--- src/rtl/alu_seq_pkg.sv ---
// Shared encodings for the ALU op sequencer: command codes, FSM states and
// the ALU select codes the sequencer drives.
package alu_seq_pkg;

  localparam logic [3:0] SEL_ADD = 4'b0000;
  localparam logic [3:0] SEL_SHL = 4'b1100;
  localparam logic [3:0] SEL_SHR = 4'b1101;

  typedef enum logic [2:0] {
    CMD_ADD32   = 3'b000,
    CMD_ADD64   = 3'b001,
    CMD_SHL     = 3'b010,
    CMD_SHR_L   = 3'b011,
    CMD_SHR_A   = 3'b100,
    CMD_ROL     = 3'b101,
    CMD_ROR     = 3'b110,
    CMD_ILLEGAL = 3'b111
  } cmd_e;

  typedef enum logic [2:0] {
    ST_IDLE   = 3'b000,
    ST_ADD_LO = 3'b001,
    ST_ADD_HI = 3'b010,
    ST_SHIFT  = 3'b011,
    ST_DONE   = 3'b100
  } state_e;

  // Bit leaving the word on a one-bit pass: top bit for left moves, bottom bit otherwise.
  function automatic logic shift_out_bit(input cmd_e cmd, input logic [31:0] work);
    logic bit_out;
    if (cmd == CMD_SHL || cmd == CMD_ROL) begin
      bit_out = work[31];
    end else begin
      bit_out = work[0];
    end
    return bit_out;
  endfunction

endpackage

--- src/rtl/alu_32bit_modular.sv ---
// Combinational 32-bit ALU: arithmetic (sel[3:2]=00), logic, pass and
// one-bit shift groups. Cout is only meaningful for the arithmetic group.
module alu_32bit_modular (
  input  logic [31:0] a_i,
  input  logic [31:0] b_i,
  input  logic        cin_i,
  input  logic [3:0]  sel_i,
  input  logic        dinl_i,
  input  logic        dinr_i,
  output logic [31:0] f_o,
  output logic        cout_o
);

  logic [32:0] sum;

  // Operation select
  always_comb begin
    sum    = 33'h0;
    f_o    = 32'h0;
    cout_o = 1'b0;
    case (sel_i[3:2])
      2'b00: begin
        case (sel_i[1:0])
          2'b00:   sum = {1'b0, a_i} + {1'b0, b_i} + {32'h0, cin_i};
          2'b01:   sum = {1'b0, a_i} + {1'b0, ~b_i} + {32'h0, cin_i};
          2'b10:   sum = {1'b0, a_i} + {32'h0, cin_i};
          default: sum = {1'b0, a_i} + 33'h0_FFFF_FFFF + {32'h0, cin_i};
        endcase
        f_o    = sum[31:0];
        cout_o = sum[32];
      end
      2'b01: begin
        case (sel_i[1:0])
          2'b00:   f_o = a_i & b_i;
          2'b01:   f_o = a_i | b_i;
          2'b10:   f_o = a_i ^ b_i;
          default: f_o = ~a_i;
        endcase
      end
      2'b10: begin
        case (sel_i[1:0])
          2'b00:   f_o = a_i;
          2'b01:   f_o = b_i;
          2'b10:   f_o = ~b_i;
          default: f_o = 32'h0;
        endcase
      end
      default: begin
        case (sel_i[1:0])
          2'b00:   f_o = {a_i[30:0], dinl_i};
          2'b01:   f_o = {dinr_i, a_i[31:1]};
          2'b10:   f_o = a_i;
          default: f_o = 32'h0;
        endcase
      end
    endcase
  end

endmodule

--- src/rtl/alu_op_sequencer.sv ---
// Multi-cycle command sequencer: splits 64-bit adds and N-bit shifts/rotates
// into single-cycle passes through one combinational ALU.
module alu_op_sequencer
  import alu_seq_pkg::*;
(
  input  logic        clk,
  input  logic        rst_n,
  input  logic        req_valid,
  output logic        req_ready,
  input  logic [2:0]  req_cmd,
  input  logic [63:0] req_a,
  input  logic [63:0] req_b,
  input  logic        req_cin,
  input  logic [4:0]  req_shamt,
  output logic        rsp_valid,
  input  logic        rsp_ready,
  output logic [63:0] rsp_data,
  output logic        rsp_cout,
  output logic        rsp_err,
  output logic        busy
);

  state_e      state_q;
  cmd_e        cmd_q;
  logic [63:0] a_q;
  logic [63:0] b_q;
  logic        cin_q;
  logic [4:0]  count_q;
  logic [31:0] work_q;
  logic [31:0] res_lo_q;
  logic        carry_q;
  logic [63:0] rsp_data_q;
  logic        rsp_cout_q;
  logic        rsp_err_q;

  logic [31:0] alu_a;
  logic [31:0] alu_b;
  logic        alu_cin;
  logic [3:0]  alu_sel;
  logic        alu_dinl;
  logic        alu_dinr;
  logic [31:0] alu_f;
  logic        alu_cout;
  logic        shift_out;

  assign req_ready = rst_n & (state_q == ST_IDLE);
  assign rsp_valid = (state_q == ST_DONE);
  assign busy      = (state_q != ST_IDLE);
  assign rsp_data  = rsp_data_q;
  assign rsp_cout  = rsp_cout_q;
  assign rsp_err   = rsp_err_q;

  // ALU operand steering; idle inputs are parked at zero with the add select
  always_comb begin
    alu_a     = 32'h0;
    alu_b     = 32'h0;
    alu_cin   = 1'b0;
    alu_sel   = SEL_ADD;
    alu_dinl  = 1'b0;
    alu_dinr  = 1'b0;
    shift_out = shift_out_bit(cmd_q, work_q);
    case (state_q)
      ST_ADD_LO: begin
        alu_a   = a_q[31:0];
        alu_b   = b_q[31:0];
        alu_cin = cin_q;
      end
      ST_ADD_HI: begin
        alu_a   = a_q[63:32];
        alu_b   = b_q[63:32];
        alu_cin = carry_q;
      end
      ST_SHIFT: begin
        alu_a = work_q;
        case (cmd_q)
          CMD_SHL:   alu_sel = SEL_SHL;
          CMD_SHR_L: alu_sel = SEL_SHR;
          CMD_SHR_A: begin alu_sel = SEL_SHR; alu_dinr = work_q[31]; end
          CMD_ROL:   begin alu_sel = SEL_SHL; alu_dinl = work_q[31]; end
          CMD_ROR:   begin alu_sel = SEL_SHR; alu_dinr = work_q[0];  end
          default:   alu_sel = SEL_ADD;
        endcase
      end
      default: alu_sel = SEL_ADD;
    endcase
  end

  alu_32bit_modular u_alu (
    .a_i    (alu_a),
    .b_i    (alu_b),
    .cin_i  (alu_cin),
    .sel_i  (alu_sel),
    .dinl_i (alu_dinl),
    .dinr_i (alu_dinr),
    .f_o    (alu_f),
    .cout_o (alu_cout)
  );

  // Sequencer FSM with working registers and registered response
  always_ff @(posedge clk or negedge rst_n) begin
    if (!rst_n) begin
      state_q    <= ST_IDLE;
      cmd_q      <= CMD_ADD32;
      a_q        <= 64'h0;
      b_q        <= 64'h0;
      cin_q      <= 1'b0;
      count_q    <= 5'd0;
      work_q     <= 32'h0;
      res_lo_q   <= 32'h0;
      carry_q    <= 1'b0;
      rsp_data_q <= 64'h0;
      rsp_cout_q <= 1'b0;
      rsp_err_q  <= 1'b0;
    end else begin
      case (state_q)
        ST_IDLE: begin
          if (req_valid) begin
            cmd_q   <= cmd_e'(req_cmd);
            a_q     <= req_a;
            b_q     <= req_b;
            cin_q   <= req_cin;
            count_q <= req_shamt;
            work_q  <= req_a[31:0];
            case (cmd_e'(req_cmd))
              CMD_ADD32, CMD_ADD64: state_q <= ST_ADD_LO;
              CMD_ILLEGAL: begin
                rsp_data_q <= 64'h0;
                rsp_cout_q <= 1'b0;
                rsp_err_q  <= 1'b1;
                state_q    <= ST_DONE;
              end
              default: begin
                if (req_shamt == 5'd0) begin
                  rsp_data_q <= {32'h0, req_a[31:0]};
                  rsp_cout_q <= 1'b0;
                  rsp_err_q  <= 1'b0;
                  state_q    <= ST_DONE;
                end else begin
                  state_q <= ST_SHIFT;
                end
              end
            endcase
          end else begin
            state_q <= ST_IDLE;
          end
        end
        ST_ADD_LO: begin
          res_lo_q <= alu_f;
          carry_q  <= alu_cout;
          if (cmd_q == CMD_ADD64) begin
            state_q <= ST_ADD_HI;
          end else begin
            rsp_data_q <= {32'h0, alu_f};
            rsp_cout_q <= alu_cout;
            rsp_err_q  <= 1'b0;
            state_q    <= ST_DONE;
          end
        end
        ST_ADD_HI: begin
          carry_q    <= alu_cout;
          rsp_data_q <= {alu_f, res_lo_q};
          rsp_cout_q <= alu_cout;
          rsp_err_q  <= 1'b0;
          state_q    <= ST_DONE;
        end
        ST_SHIFT: begin
          // ALU carry is meaningless for shift selects, so the exiting bit is tracked here
          work_q  <= alu_f;
          carry_q <= shift_out;
          count_q <= count_q - 5'd1;
          if (count_q == 5'd1) begin
            rsp_data_q <= {32'h0, alu_f};
            rsp_cout_q <= shift_out;
            rsp_err_q  <= 1'b0;
            state_q    <= ST_DONE;
          end else begin
            state_q <= ST_SHIFT;
          end
        end
        ST_DONE: begin
          if (rsp_ready) begin
            state_q <= ST_IDLE;
          end else begin
            state_q <= ST_DONE;
          end
        end
        default: state_q <= ST_IDLE;
      endcase
    end
  end

endmodule

--- config.mk ---
export PLATFORM = sky130hd
export DESIGN_NAME = alu_op_sequencer
export DESIGN_NICKNAME = d
export VERILOG_FILES = /design/src/rtl/alu_seq_pkg.sv /design/src/rtl/alu_32bit_modular.sv /design/src/rtl/alu_op_sequencer.sv
export SDC_FILE = /design/constraint.sdc
export NUM_CORES = 1
export LEC_CHECK = 0
export CORE_UTILIZATION = 55
export DETAILED_ROUTE_END_ITERATION = 10
export MAX_ROUTING_LAYER = met4
export PLACE_DENSITY = 0.81
export SYNTH_ARGS = -nofsm -noshare
export SYNTH_HDL_FRONTEND = slang
export SYNTH_SLANG_ARGS = --single-unit
export TNS_END_PERCENT = 10
--- constraint.sdc ---
create_clock -name clk -period 14.1 [get_ports clk]
set_input_delay 1.41 -clock clk [delete_from_list [all_inputs] [get_ports clk]]
set_output_delay 1.41 -clock clk [all_outputs]
set_load 0.1 [all_outputs]
==> results.yml <==
clock_network:
  cts_buffers: 28
  tritoncts: "built"
  cts_hold_buf: 0
  cts_sinks: 271
  cts_buffer_depth: 3
  h-tree-depth: 1
  postCtsSetupBuffers: 0
  cts-root-buf: "clkbuf_16"
  clkTransAtPathRegs_ns: 0.06
  clk_latency_ns: 0.56
  cts.repair.resized: 0
power_and_ir_drop:
  peakVddDrop_v: 0.000211
  power.leakage_nw: 8.87
  finalPower_mw: 5.17
  p_per_area_nw_per_um2: 277
detailed_routing:
  drt_iter0_markers: 1714
  routedWlPerCell_um: 22.8
  wl_um: 54100
  via_per_inst: 6.24
  vias: 14800
  ant_nets: 0
  dr.pass1.iters: 8
  route.detailed.drc: 0
setup_path:
  start_kind: "register"
  arrival_ns: 6.57
  crit_path_end_kind: "register"
  critPathKind: "reg2reg"
  worstPathMaxFanout: 42
  critPathRequiredTime_ns: 14.54
sta:
  slew_viol_final: 0
  min_period_ns: 6.12
  finalHoldWorstSlack_ns: 0.476
  fmax_ghz: 0.163
  final_hold_viol_count: 0
  fin_crit_sh_pct: 43.4
  rsz0062_at_grt: "no"
  slew_headroom_pct: 21.6
  tightest_slew_ns: 1.16
  setup_viol: 0
  skew_ns: 0.0142
  fin_setup_tns_ns: 0
placement:
  place_congestion: 0.975
  io_buffers: 209
  dp_hpwl_um: 38500
  dp_cells: 2318
global_route:
  grt_use_total_pct: 38.7
  overflow: 0
  grt_pass1_wl_um: 81900
  grt_pass1_vias: 13900
  antenna_found_initial: 0
  grt_max_degree: 136
run:
  maxCapViolCount: 0
die:
  initial_core_util_pct: 55.8
  fp.dieW_um: 170
  core_area_um2: 27700
  die_h_um: 170
  ios: 210
  rows: 61
  die_area_um2: 28800
final_layout:
  area_delta_synth_final_pct: 20.8
  fin_nets: 2179
  stdcell_count: 2368
  antennaDiodeCount: 0
  nFillCells: 2288
  drive_above_1_share_pct: 6.83
yosys:
  postSynth.topFlopCell: "dfrtp_1"
  netlist_instances: 1827
  synthArstFlopShare_pct: 100
  synth_edf_count: 0
  ys_seq_elements: 271
  yosys-top-cells-count: "507 x nand2_1, 271 x dfrtp_1, 130 x nor2_1, 98 x o21ai_0, 89 x clkbuf_1"
  syn_area_um2: 15500
  synth_warnings: 0
  synth_area_leader_cell: "dfrtp_1"
  syn_nets: 2036
  syn_area_per_cell_um2: 8.47
  ys_seq_area_share_pct: 43.8
  synthDistinctLibCells: 74
  synth.most_common_cell: "nand2_1"
  synth_area_leaders: "dfrtp_1 44%, nand2_1 12%, ha_1 5.3%, a22oi_1 4.0%, o21ai_0 3.2%"
  synth_top_area_share_pct: 43.8
status:
  status: "finished, final reports clean"
hold_path:
  worstHoldPathType: "reg2reg"
[flip-flops by register name, summed over array words and instances, names as in the netlist]
signal,count
work_q,32
state_q,3
rsp_err,1
a_q,64
carry_q,1
cin_q,1
res_lo_q,32
cmd_q,3
rsp_cout,1
count_q,5
rsp_data,64
b_q,64
[report_power, final]
part | switching (mW) | internal, mW
combinational | 2.15 | 0.893
clock | 0.321 | 0.407
sequential | 0.263 | 1.13
[metrics by stage]
stage,setup WS (ns),util [%],cell area [µm²]
2_1_floorplan,9.45,-,15500
3_3_place_gp,8.27,64.2,17800
3_5_place_dp,8.14,64.2,17800
4_1_cts,8.10,67.5,18700
5_1_grt,7.81,67.5,18700
6_report,7.98,67.5,18700
[cell families after synthesis]
family	share of synthesized area (%)
AOI/OAI and AO/OA	20.8
xor gates and xnor gates	1.53
adders and majority gates	5.65
buffers and inverters	4.59
DFF	43.8
muxes	3.07
and+or+nand+nor	20.5
[cell usage in the layout, fill, tap and decap left out, types with 28 or more instances in the layout]
master,count
nand2_1,506
dfrtp_1,270
clkdlybuf4s50_1,208
nor2_1,128
o21ai_0,97
a22oi_1,83
a21oi_1,83
ha_1,65
inv_1,61
mux2_2,36
clkbuf_16,29
o22ai_1,28
[layer usage]
layer  routed length, µm  GRT usage (%)  vias to the layer above
met1               22600           51.9                     7213
met3                4400           5.64                      128
met4                2540           15.7                        0
li1                    -              -                     6622
met5                   0              -                        -
met2               24600           59.1                      806
[area by class of cell]
class	instances	area (µm²)	share of cell area, %
clock buffer	38	820	4.38
clock inverter	12	76.3	0.408
inverter	63	236	1.27
tap	378	473	2.53
sequential	271	6780	36.3
timing repair buffer	232	2280	12.2
multi-input combinational	1374	8020	42.9
[critical path: stages, from the launching register on]
cell and delay [ns]:
dfrtp_1 0.36, buf_4 0.26, clkinv_1 0.23, nand2_1 0.14, nor2_4 0.70, buf_4 0.57
a22oi_1 0.26, fa_1 0.51, fa_1 0.45, o21ba_2 0.24, nor4_1 0.46, o31ai_1 0.23
a21oi_1 0.33, nor2_1 0.14, xnor2_1 0.15, o21ai_0 0.58, o21ai_0 0.21, o21a_1 0.16
[path summary, 6_finish.rpt]
path	from	to	slack [ns]	cells past startpoint
max reg2reg	state_q[2]	rsp_data[12]	7.98	17
max in group asynchronous	rst_n	a_q[55]	11.95	2
min in group asynchronous	rst_n	rsp_data[46]	0.81	1
min reg2reg	rsp_data[57]	rsp_data[57]	0.48	2
max	state_q[2]	rsp_data[12]	7.98	17
min	rsp_data[57]	rsp_data[57]	0.48	2
Power figures use the tool's default switching activity.
